`src/rtl/d2d_channel_demux_if.sv`:
```
// Link-side flit input and per-channel FIFO outputs of the die-to-die channel demux.
// slave is the demux side; master is the link/consumer side.
interface d2d_channel_demux_if #(
    parameter int CHANNELS   = 2,
    parameter int FLIT_WIDTH = 34
);
    localparam int CW = $clog2(CHANNELS);

    logic                                 in_valid;
    logic                                 in_ready;
    logic [FLIT_WIDTH-1:0]                in_data;
    logic [CW-1:0]                        in_channel;
    logic [CHANNELS-1:0]                  out_valid;
    logic [CHANNELS-1:0]                  out_ready;
    logic [CHANNELS-1:0][FLIT_WIDTH-1:0]  out_data;
    logic                                 locked;
    logic                                 err;

    modport master (
        output in_valid, in_data, in_channel, out_ready,
        input  in_ready, out_valid, out_data, locked, err
    );

    modport slave (
        input  in_valid, in_data, in_channel, out_ready,
        output in_ready, out_valid, out_data, locked, err
    );
endinterface

```
`src/rtl/d2d_channel_demux.sv`:
```
// Receive-side wormhole demux: steers each packet from the serialized link stream
// into one of CHANNELS small FIFOs, locked to the head's channel until the tail.
module d2d_channel_demux #(
    parameter int CHANNELS   = 2,
    parameter int FLIT_WIDTH = 34,
    parameter int DEPTH      = 4
) (
    input  logic             clk,
    input  logic             rst,
    d2d_channel_demux_if.slave bus
);
    localparam int CW = $clog2(CHANNELS);
    localparam int AW = $clog2(DEPTH);

    typedef enum logic {IDLE, BUSY} state_t;

    state_t              state, state_n;
    logic [CW-1:0]       lock_ch, lock_n, target;
    logic                head, tail, bad_ch, drop, accept, err_set;
    logic [CHANNELS-1:0] full, push, pop;

    always_comb begin
        head    = bus.in_data[FLIT_WIDTH-1];
        tail    = bus.in_data[FLIT_WIDTH-2];
        bad_ch  = head && (int'(bus.in_channel) >= CHANNELS);
        target  = (state == IDLE || head) ? bus.in_channel : lock_ch;
        // Dropped flits never touch a FIFO, so they are always consumable.
        drop    = bad_ch || (!head && state == IDLE);
        bus.in_ready = !rst && (drop || !full[target]);
        accept  = bus.in_valid && bus.in_ready;
        push    = '0;
        if (accept && !drop)
            push[target] = 1'b1;

        state_n = state;
        lock_n  = lock_ch;
        err_set = 1'b0;
        if (accept) begin
            if (bad_ch) begin
                err_set = 1'b1;
                state_n = IDLE;
            end else if (head) begin
                if (state == BUSY)
                    err_set = 1'b1;
                lock_n  = bus.in_channel;
                state_n = tail ? IDLE : BUSY;
            end else if (state == IDLE) begin
                err_set = 1'b1;
            end else if (tail) begin
                state_n = IDLE;
            end
        end
    end

    always_ff @(posedge clk or posedge rst) begin
        if (rst) begin
            state   <= IDLE;
            lock_ch <= '0;
            bus.err <= 1'b0;
        end else begin
            state   <= state_n;
            lock_ch <= lock_n;
            if (err_set)
                bus.err <= 1'b1;
        end
    end

    assign bus.locked = (state == BUSY);

    for (genvar c = 0; c < CHANNELS; c++) begin : g_ch
        logic [FLIT_WIDTH-1:0] mem [DEPTH];
        logic [AW-1:0]         rptr, wptr;
        logic [AW:0]           count;

        assign full[c]          = (count == (AW+1)'(DEPTH));
        assign bus.out_valid[c] = (count != '0);
        assign pop[c]           = bus.out_valid[c] && bus.out_ready[c];
        assign bus.out_data[c]  = mem[rptr];

        always_ff @(posedge clk) begin
            if (push[c])
                mem[wptr] <= bus.in_data;
        end

        always_ff @(posedge clk or posedge rst) begin
            if (rst) begin
                rptr  <= '0;
                wptr  <= '0;
                count <= '0;
            end else begin
                if (push[c])
                    wptr <= wptr + AW'(1);
                if (pop[c])
                    rptr <= rptr + AW'(1);
                case ({push[c], pop[c]})
                    2'b10:   count <= count + (AW+1)'(1);
                    2'b01:   count <= count - (AW+1)'(1);
                    default: count <= count;
                endcase
            end
        end
    end
endmodule

```
`src/flat_wrapper.sv`:
```
// flat-port wrapper written by rule: the top's interface ports become plain ports
module d2d_channel_demux_flat 
#(
    parameter int CHANNELS   = 2,
    parameter int FLIT_WIDTH = 34,
    parameter int DEPTH      = 4
)
  (clk, rst, bus_in_valid, bus_in_data, bus_in_channel, bus_out_ready, bus_in_ready, bus_out_valid, bus_out_data, bus_locked, bus_err);
  d2d_channel_demux_if #(.CHANNELS(CHANNELS), .FLIT_WIDTH(FLIT_WIDTH)) bus_i ();
  input  logic clk;
  input  logic rst;
  input wire logic [$bits(bus_i.in_valid)-1:0] bus_in_valid;
  input wire logic [$bits(bus_i.in_data)-1:0] bus_in_data;
  input wire logic [$bits(bus_i.in_channel)-1:0] bus_in_channel;
  input wire logic [$bits(bus_i.out_ready)-1:0] bus_out_ready;
  output wire logic [$bits(bus_i.in_ready)-1:0] bus_in_ready;
  output wire logic [$bits(bus_i.out_valid)-1:0] bus_out_valid;
  output wire logic [$bits(bus_i.out_data)-1:0] bus_out_data;
  output wire logic [$bits(bus_i.locked)-1:0] bus_locked;
  output wire logic [$bits(bus_i.err)-1:0] bus_err;
  assign bus_i.in_valid = bus_in_valid;
  assign bus_i.in_data = bus_in_data;
  assign bus_i.in_channel = bus_in_channel;
  assign bus_i.out_ready = bus_out_ready;
  assign bus_in_ready = bus_i.in_ready;
  assign bus_out_valid = bus_i.out_valid;
  assign bus_out_data = bus_i.out_data;
  assign bus_locked = bus_i.locked;
  assign bus_err = bus_i.err;
  d2d_channel_demux #(.CHANNELS(CHANNELS), .FLIT_WIDTH(FLIT_WIDTH), .DEPTH(DEPTH)) u_core (.clk(clk), .rst(rst), .bus(bus_i));
endmodule
```
`config.mk`:
```
export PLATFORM = sky130hd
export DESIGN_NAME = d2d_channel_demux_flat
export DESIGN_NICKNAME = d
export VERILOG_FILES = /design/src/rtl/d2d_channel_demux_if.sv /design/src/rtl/d2d_channel_demux.sv /design/src/flat_wrapper.sv
export SDC_FILE = /design/constraint.sdc
export NUM_CORES = 1
export LEC_CHECK = 0
export CAP_MARGIN = 40
export CORE_ASPECT_RATIO = 1.25
export CORE_MARGIN = 2
export CORE_UTILIZATION = 35
export DETAILED_ROUTE_END_ITERATION = 8
export HOLD_SLACK_MARGIN = 0.12
export PLACE_DENSITY_LB_ADDON = 0.3
export RECOVER_POWER = 50
export SLEW_MARGIN = 0
export SYNTH_ARGS = -nofsm -noshare
export SYNTH_HDL_FRONTEND = slang
export SYNTH_SLANG_ARGS = --single-unit
```
`constraint.sdc`:
```
create_clock -name clk -period 2.8 [get_ports clk]
set_clock_uncertainty 0.2 [all_clocks]
set_input_delay 0.28 -clock clk [delete_from_list [all_inputs] [get_ports clk]]
set_output_delay 0.28 -clock clk [all_outputs]
set_load 0.02 [all_outputs]
```
# Yosys cells after proc, flatten, opt, wreduce, memory -nomap -nowiden
# Memory sizes are Yosys's and may differ from the RTL's.
# Index checks and enable logic that the tools add are counted.
word_totals:
  ram_bits: 272
  mem_count: 2
  reg_bits: 17
  elab_cells: 65
  output_inout_bits: 73
  input_bits: 40
op_classes:
  add_sub_neg: 8
  n_reduce_logical: 18
  n_bitwise: 1
  n_mux: 19
  eq_ne: 6
  order_cmp: 2
mem_list:
  columns: ["memory", "words", "width", "rd", "rd_clocked_by_memory_dff", "wr", "line_no", "text"]
  rows:
  - ["u_core.g_ch[0].mem", 4, 34, 1, 0, 1, "d2d_channel_demux.sv:71", "logic [FLIT_WIDTH-1:0] mem [DEPTH];"]
  - ["u_core.g_ch[1].mem", 4, 34, 1, 0, 1, "d2d_channel_demux.sv:71", null]
ops:
  columns: ["cell", "n"]
  rows:
  - ["1-bit two-way mux", 15]
  - ["3-bit one-hot mux with 2 select lines", 2]
  - ["2-bit by 1-bit adder with 2-bit output, second input constant", 4]
  - ["1-bit logical AND", 7]
  - ["3-bit by 1-bit adder with 3-bit output, second input constant", 2]
  - ["3-bit equality test, second input constant", 2]
  - ["3-bit nonzero test", 2]
  - ["3-bit by 1-bit subtractor with 3-bit output, second input constant", 2]
  - ["2-bit by 1-bit equality test with 1-bit output, second input constant", 2]
  - ["2-bit equality test, second input constant", 2]
  - ["1-bit zero test", 4]
  - ["2-bit nonzero test", 2]
  - ["1-bit logical OR", 2]
  - ["1-bit by 2-bit < comparator with 1-bit output, second input constant", 1]
  - ["2-bit two-way mux", 1]
  - ["2-bit AND reduction", 1]
  - ["1-bit demux with 1-bit select", 1]
  - ["1-bit >= comparator, second input constant", 1]
  - ["1-bit inverter", 1]

# Depth between registers and ports, before layout
depth:
  ltp_word: 13
  mapped_depth: 12
  mapped_depth_nobuf: 11

# Worst setup path before layout
# No wires, ideal clock.
synth_timing:
  path_type: "register to register"
  start: "register u_core.state (netlist: u_core.bus.locked)"
  end: "memory u_core.g_ch[0].mem[0][0], enable pin"
  path_slack_ns: -0.036
  t_arrival_ns: 2.242
  required_time_ns: 2.206
  synth_period_minus_slack_ns: 2.836
  stages_incl_launch_ff: 6
  setup_time_ns: 0.394
  n_path_buf: 1
  path_cell_list: "dfrtp_1 -> ha_1 -> mux2i_1 -> and4b_1 -> clkbuf_1 -> and2_1"
synth_via:
  elab_chain_cells: 13
  elab_cells_between_ends: 20
  classes_between: "order compare (2); mux (8); bitwise (1); reduce/logical (9)"
synth_rtl:
  columns: ["element", "line_no", "text"]
  rows:
  - ["from (decl)", "d2d_channel_demux.sv:17", "state_t state, state_n;"]
  - ["from (signal assigned)", "d2d_channel_demux.sv:61", "state <= state_n;"]
  - ["1-bit inverter (*)", "d2d_channel_demux.sv:26, d2d_channel_demux.sv:28", null]
  - ["1-bit logical OR", "d2d_channel_demux.sv:26", "target = (state == IDLE || head) ? bus.in_channel : lock_ch;"]
  - ["1-bit two-way mux", "d2d_channel_demux.sv:26", null]
  - ["1-bit two-way mux (not written as such) (2 in a row)", "d2d_channel_demux.sv:29", "bus.in_ready = !rst && (drop || !full[target]);"]
  - ["1-bit zero test", "d2d_channel_demux.sv:29", null]
  - ["1-bit logical OR", "d2d_channel_demux.sv:29", null]
  - ["1-bit logical AND", "d2d_channel_demux.sv:29", null]
  - ["1-bit logical AND", "d2d_channel_demux.sv:30", "accept = bus.in_valid && bus.in_ready;"]
  - ["1-bit logical AND", "d2d_channel_demux.sv:32", "if (accept && !drop)"]
  - ["2-bit two-way mux (*)", "d2d_channel_demux.sv:32", null]
  - ["1-bit two-way mux (*)", "d2d_channel_demux.sv:81", "if (push[c])"]
  - ["1-bit two-way mux (not written as such) (*)", "d2d_channel_demux.sv:82", "mem[wptr] <= bus.in_data;"]
  - ["to (decl)", "d2d_channel_demux.sv:71", null]
# Every way passes the cells marked *; elsewhere a longest branch is shown, timed or not. The select of a mux whose other input is x is not followed.

# Final worst setup path
layout_timing:
  start: "register u_core.state (netlist: u_core.bus.locked)"
  end: "output bus_in_ready"
layout_via:
  elab_chain_cells: 8
  elab_cells_between_ends: 9
  classes_between: "mux (3); bitwise (1); reduce/logical (5)"
layout_rtl:
  columns: ["element", "line_no", "text"]
  rows:
  - ["1-bit inverter (*)", "d2d_channel_demux.sv:26, d2d_channel_demux.sv:28", null]
  - ["1-bit logical OR", "d2d_channel_demux.sv:26", null]
  - ["1-bit two-way mux", "d2d_channel_demux.sv:26", null]
  - ["1-bit two-way mux (not written as such) (2 in a row)", "d2d_channel_demux.sv:29", null]
  - ["1-bit zero test", "d2d_channel_demux.sv:29", null]
  - ["1-bit logical OR (*)", "d2d_channel_demux.sv:29", null]
  - ["1-bit logical AND (*)", "d2d_channel_demux.sv:29", null]
  - ["to (decl)", "flat_wrapper.sv:16", "output wire logic [$bits(bus_i.in_ready)-1:0] bus_in_ready;"]
# Marks and branches as above.

==> impl_results.rst <==
.. list-table::
   :header-rows: 1

   * - Metric
     - Value
   * - Vias
     - ~5,000
   * - Antenna violations before repair
     - 2
   * - # Max-Cap Violations
     - 0
   * - Critical path peak fanout
     - 3
   * - Number of stages on the worst hold path
     - 2
   * - Full die area
     - between 30,000 and 40,000 µm²
   * - Total of buffers placed on input and output ports
     - 112
   * - Data required time at the worst endpoint
     - around 2300 ps
   * - Register bit total from synthesis
     - approximately 290
   * - Headroom to the max-slew limit
     - 0.5343
   * - End point of the worst hold path
     - u_core.lock_ch
   * - Combinational power share
     - 0.317
   * - CTS H-tree depth
     - 1
   * - Core utilization of the finished layout
     - 0.4506
   * - Die Wd
     - ~160 µm
   * - Time the final worst path needs with I/O delays and setup
     - around 2600 ps
   * - Per-cell via count in the routed design
     - about 4.8
   * - GRT Residual Overflow
     - 0
   * - Routability-driven placement congestion ratio
     - roughly 0.7
   * - Area growth syn-to-layout
     - 26.29%
   * - CTS max path bufs
     - 3
   * - Clock-pin slew on the worst setup and hold paths
     - roughly 60 ps
   * - Pwr dens
     - roughly 940 nW/µm²
   * - Standard cell core area
     - between 30,000 and 40,000 µm²
   * - Effective utilization at floorplan
     - 0.3568
   * - Part of the power in the clock network
     - 0.273
   * - Fraction of the mapped netlist area in simple logic gates
     - 0.01377
   * - TritonCTS clock tree
     - done
   * - HPWL after detailed placement
     - 14,300 µm
   * - Final Net Count
     - 667
   * - Internal power
     - 8.961 mW
   * - Vias in the first global route
     - 5,491
   * - Number of remaining DRC errors
     - 0
   * - RR Endpoint
     - u_core.g_ch[0].mem[1][6]
   * - CTS root buf
     - sky130_fd_sc_hd__clkbuf_16
   * - Library cells used by synthesis
     - 26
   * - Final worst path period share
     - 0.9430
   * - Hold path startpoint
     - bus_in_channel
   * - Category of the worst setup path capture point
     - output port
   * - Switching Power
     - between 3 and 4 mW
   * - Starting DRT DRC Count
     - approximately 300
   * - Adder and majority cell fraction of the synthesized area
     - 0.01759
   * - Setup violators final
     - 0
   * - Setup Crit Path Kind
     - reg -> out
   * - Fraction of final layout cells sized beyond drive strength 1
     - 0.2397
   * - Detailed Routing Iterations Pass 1
     - 6
   * - HP Class
     - in -> reg
   * - Clock Sinks
     - approximately 290
   * - Setup slack of the critical path after layout
     - ~160 ps
   * - Warning count from the yosys run
     - 0
   * - Fmax
     - 378.7 MHz
   * - Static leakage
     - between 4 and 5 nW
   * - Worst endpoint data arrival time
     - 2160 ps
   * - Worst slew pin tran
     - 697.8 ps
   * - Mapped Avg Cell Area
     - ~24 µm²
   * - Dpl ws
     - -113.2 ps
   * - Cell area after synthesis
     - 10,810 µm²
   * - Detailed-route wire length per cell
     - around 21 µm
   * - Post-synthesis share of cell area spent on xor and xnor gates
     - 0.009723
   * - First-pass GRT wire length
     - between 30,000 and 40,000 µm
   * - Clock Latency Late Sink
     - roughly 550 ps
   * - Part of the Yosys area used for sequential elements
     - 0.7950
   * - Cell depth of the worst flop-to-flop path
     - 8
   * - Accumulated negative setup slack
     - 0 ps
   * - Switching power as a share of total power
     - 0.3046
   * - DRT antenna net count
     - 0
   * - Relative contribution of sequential cells to total power
     - 0.409
   * - Final Hold Viols
     - 0
   * - Wirelength, routed
     - around 22,000 µm
   * - Worst VDD drop
     - ~0.49 mV
   * - Maximum number of pins on one net before global-route repair
     - 27
   * - Num CTS Buffers
     - 28
   * - Element type at the critical path start
     - flop
   * - Vertical die dimension
     - ~200 µm
   * - Fill cell count
     - roughly 2,600
   * - Worst setup slack for register-to-register paths
     - between 200 and 300 ps
   * - # IOs
     - 113
   * - Final Max Tran Viols
     - 0
   * - R2r startpoint
     - u_core.bus.locked
   * - Largest family of logic cells by synthesized area
     - multiplexers
   * - Number of core rows
     - 71
   * - Fraction of the mapped netlist area in compound gates
     - 0.004051
   * - Total global-route track usage
     - 0.1382
   * - Status
     - complete, no violations
   * - Mapped Cells
     - 453
   * - Setup repair after global routing missed its margin
     - false
   * - Multiplexer fraction of the synthesized cell area
     - 0.1469
   * - Net count of the mapped netlist
     - 507
[cells in the mapped netlist]
| cell type | count | area, µm² |
|---|---|---|
| sky130_fd_sc_hd__edfxtp_1 | 272 | 8168 |
| sky130_fd_sc_hd__mux4_2 | 68 | 1531 |
| sky130_fd_sc_hd__dfrtp_1 | 17 | 425.4 |
| sky130_fd_sc_hd__inv_1 | 16 | 60.06 |
| sky130_fd_sc_hd__ha_1 | 12 | 150.1 |
| sky130_fd_sc_hd__and2_1 | 10 | 62.56 |
| sky130_fd_sc_hd__buf_2 | 10 | 50.05 |
| sky130_fd_sc_hd__clkbuf_1 | 7 | 26.28 |
| sky130_fd_sc_hd__xnor2_1 | 6 | 52.55 |
| sky130_fd_sc_hd__xor2_1 | 6 | 52.55 |
| sky130_fd_sc_hd__nand2_1 | 4 | 15.01 |
| sky130_fd_sc_hd__nor2_1 | 4 | 15.01 |
| sky130_fd_sc_hd__mux2i_1 | 3 | 30.03 |
| sky130_fd_sc_hd__o21ai_1 | 3 | 15.01 |
| sky130_fd_sc_hd__fa_1 | 2 | 40.04 |
| sky130_fd_sc_hd__or3_1 | 2 | 12.51 |
| sky130_fd_sc_hd__or3b_1 | 2 | 17.52 |
| sky130_fd_sc_hd__a2bb2oi_1 | 1 | 8.760 |
| sky130_fd_sc_hd__and4b_1 | 1 | 10.01 |
| sky130_fd_sc_hd__buf_1 | 1 | 3.750 |
| sky130_fd_sc_hd__mux2_1 | 1 | 11.26 |
| sky130_fd_sc_hd__mux2_4 | 1 | 15.01 |
| sky130_fd_sc_hd__nor2b_1 | 1 | 6.260 |
| sky130_fd_sc_hd__nor4bb_1 | 1 | 10.01 |
| sky130_fd_sc_hd__o211ai_2 | 1 | 12.51 |
| sky130_fd_sc_hd__o21bai_1 | 1 | 7.510 |
[per-stage QoR]
step,std cells,hold WS (ps),power (mW),area (µm²)
after floorplan,453,6.069,7.853,10820
after global placement,980,259.8,9.831,12820
after detailed placement,980,269.1,9.910,12820
after CTS,1034,173.3,13.14,13650
after global routing,1035,179.1,13.50,13650
final,1036,193.5,12.89,13650
[flip-flops by register name, indices dropped and copies added (netlist names)]
| name | count |
|---|---|
| u_core.lock_ch | 1 |
| u_core.g_ch.rptr | 4 |
| u_core.bus.err | 1 |
| u_core.g_ch.count | 6 |
| u_core.bus.locked | 1 |
| u_core.g_ch.wptr | 4 |
| u_core.g_ch.mem | 272 |
[logic make-up (layout without fill, tap and decap cells)]
| logic type | after synthesis | after routing |
|---|---|---|
| fa+ha+maj | 14 | 14 |
| flops | 289 | 289 |
| compound gates | 6 | 6 |
| simple gates | 25 | 25 |
| other cells | 0 | 1 |
| xor+xnor | 12 | 12 |
| mux | 73 | 73 |
| buf+inv | 34 | 215 |
[worst max-delay path, cell delays in order, from the launching register on]
cell and delay [ps]:
sky130_fd_sc_hd__dfrtp_1 390, sky130_fd_sc_hd__ha_1 230, sky130_fd_sc_hd__mux2i_2 260, sky130_fd_sc_hd__mux2_1 400
sky130_fd_sc_hd__nor2_1 120, sky130_fd_sc_hd__nor2_1 60, sky130_fd_sc_hd__clkbuf_2 150
[layout make-up]
cell class | instances | area, µm² | area share
clock inverter | 16 | 111.4 | 0.008158
timing repair buffer | 148 | 1533 | 0.1123
sequential | 289 | 8606 | 0.6304
inverter | 16 | 60.06 | 0.004400
antenna | 1 | 2.502 | 0.0001833
multi-input combinational | 130 | 2088 | 0.1530
clock buffer | 35 | 748.2 | 0.05481
tap | 401 | 501.7 | 0.03676
[how the worst max path moves through the flow]
stage          slack, ps                      end              startpoint
2_1_floorplan        270  u_core.g_ch[1].count[2]       u_core.bus.locked
3_3_place_gp          20  u_core.g_ch[1].count[2]         bus_in_data[33]
3_5_place_dp        -110  u_core.g_ch[1].count[2]         bus_in_data[33]
4_1_cts                3         bus_out_data[50]  u_core.g_ch[1].rptr[0]
5_1_grt               40             bus_in_ready       u_core.bus.locked
6_report             160             bus_in_ready       u_core.bus.locked
[layer usage]
layer	share of wire	GRT usage	up-vias	routed length, µm
met4	0.015	0.03571	2	325
met1	0.40	0.1705	2628	8864
met2	0.52	0.2433	141	11660
met3	0.061	0.03430	25	1348
li1	-	-	2184	-
met5	0.00059	0	-	13
[layout by cell type (no fill, tap or decap), types with 2 or more instances in the layout]
master and n:
sky130_fd_sc_hd__or3b_1 2, sky130_fd_sc_hd__nand2_1 4, sky130_fd_sc_hd__xor2_1 6, sky130_fd_sc_hd__mux2_1 2
sky130_fd_sc_hd__xnor2_1 6, sky130_fd_sc_hd__dlygate4sd2_1 67, sky130_fd_sc_hd__nor2_1 4, sky130_fd_sc_hd__inv_1 16
sky130_fd_sc_hd__clkbuf_16 29, sky130_fd_sc_hd__dfrtp_4 3, sky130_fd_sc_hd__dfrtp_1 13, sky130_fd_sc_hd__dlygate4sd3_1 37
sky130_fd_sc_hd__edfxtp_1 272, sky130_fd_sc_hd__clkbuf_1 8, sky130_fd_sc_hd__mux4_2 68, sky130_fd_sc_hd__buf_12 18
sky130_fd_sc_hd__clkdlybuf4s50_1 7, sky130_fd_sc_hd__clkinv_1 7, sky130_fd_sc_hd__clkinv_2 6, sky130_fd_sc_hd__o21ai_0 2
sky130_fd_sc_hd__or3_1 2, sky130_fd_sc_hd__and2_2 5, sky130_fd_sc_hd__mux2i_1 2, sky130_fd_sc_hd__ha_1 12
sky130_fd_sc_hd__fa_1 2, sky130_fd_sc_hd__and2_0 5, sky130_fd_sc_hd__buf_4 14
[power by group through the flow]
stage	sequential (mW)	clock (mW)	combinational [mW]
finish	5.27	3.52	4.09
global route	5.30	3.79	4.40
CTS	5.28	3.63	4.23
detailed placement	5.39	0	4.52
global placement	5.36	0	4.47
floorplan	5.23	0	2.63
[timing repair]
action,4_1_cts,5_1_grt
hold buffers,1,0
buffers inserted,2,1
resized for setup,72,4
endpoints found under the setup margin,66,3
hold endpoints to repair,17,0
pin swaps,0,0
Power figures use the tool's default switching activity.
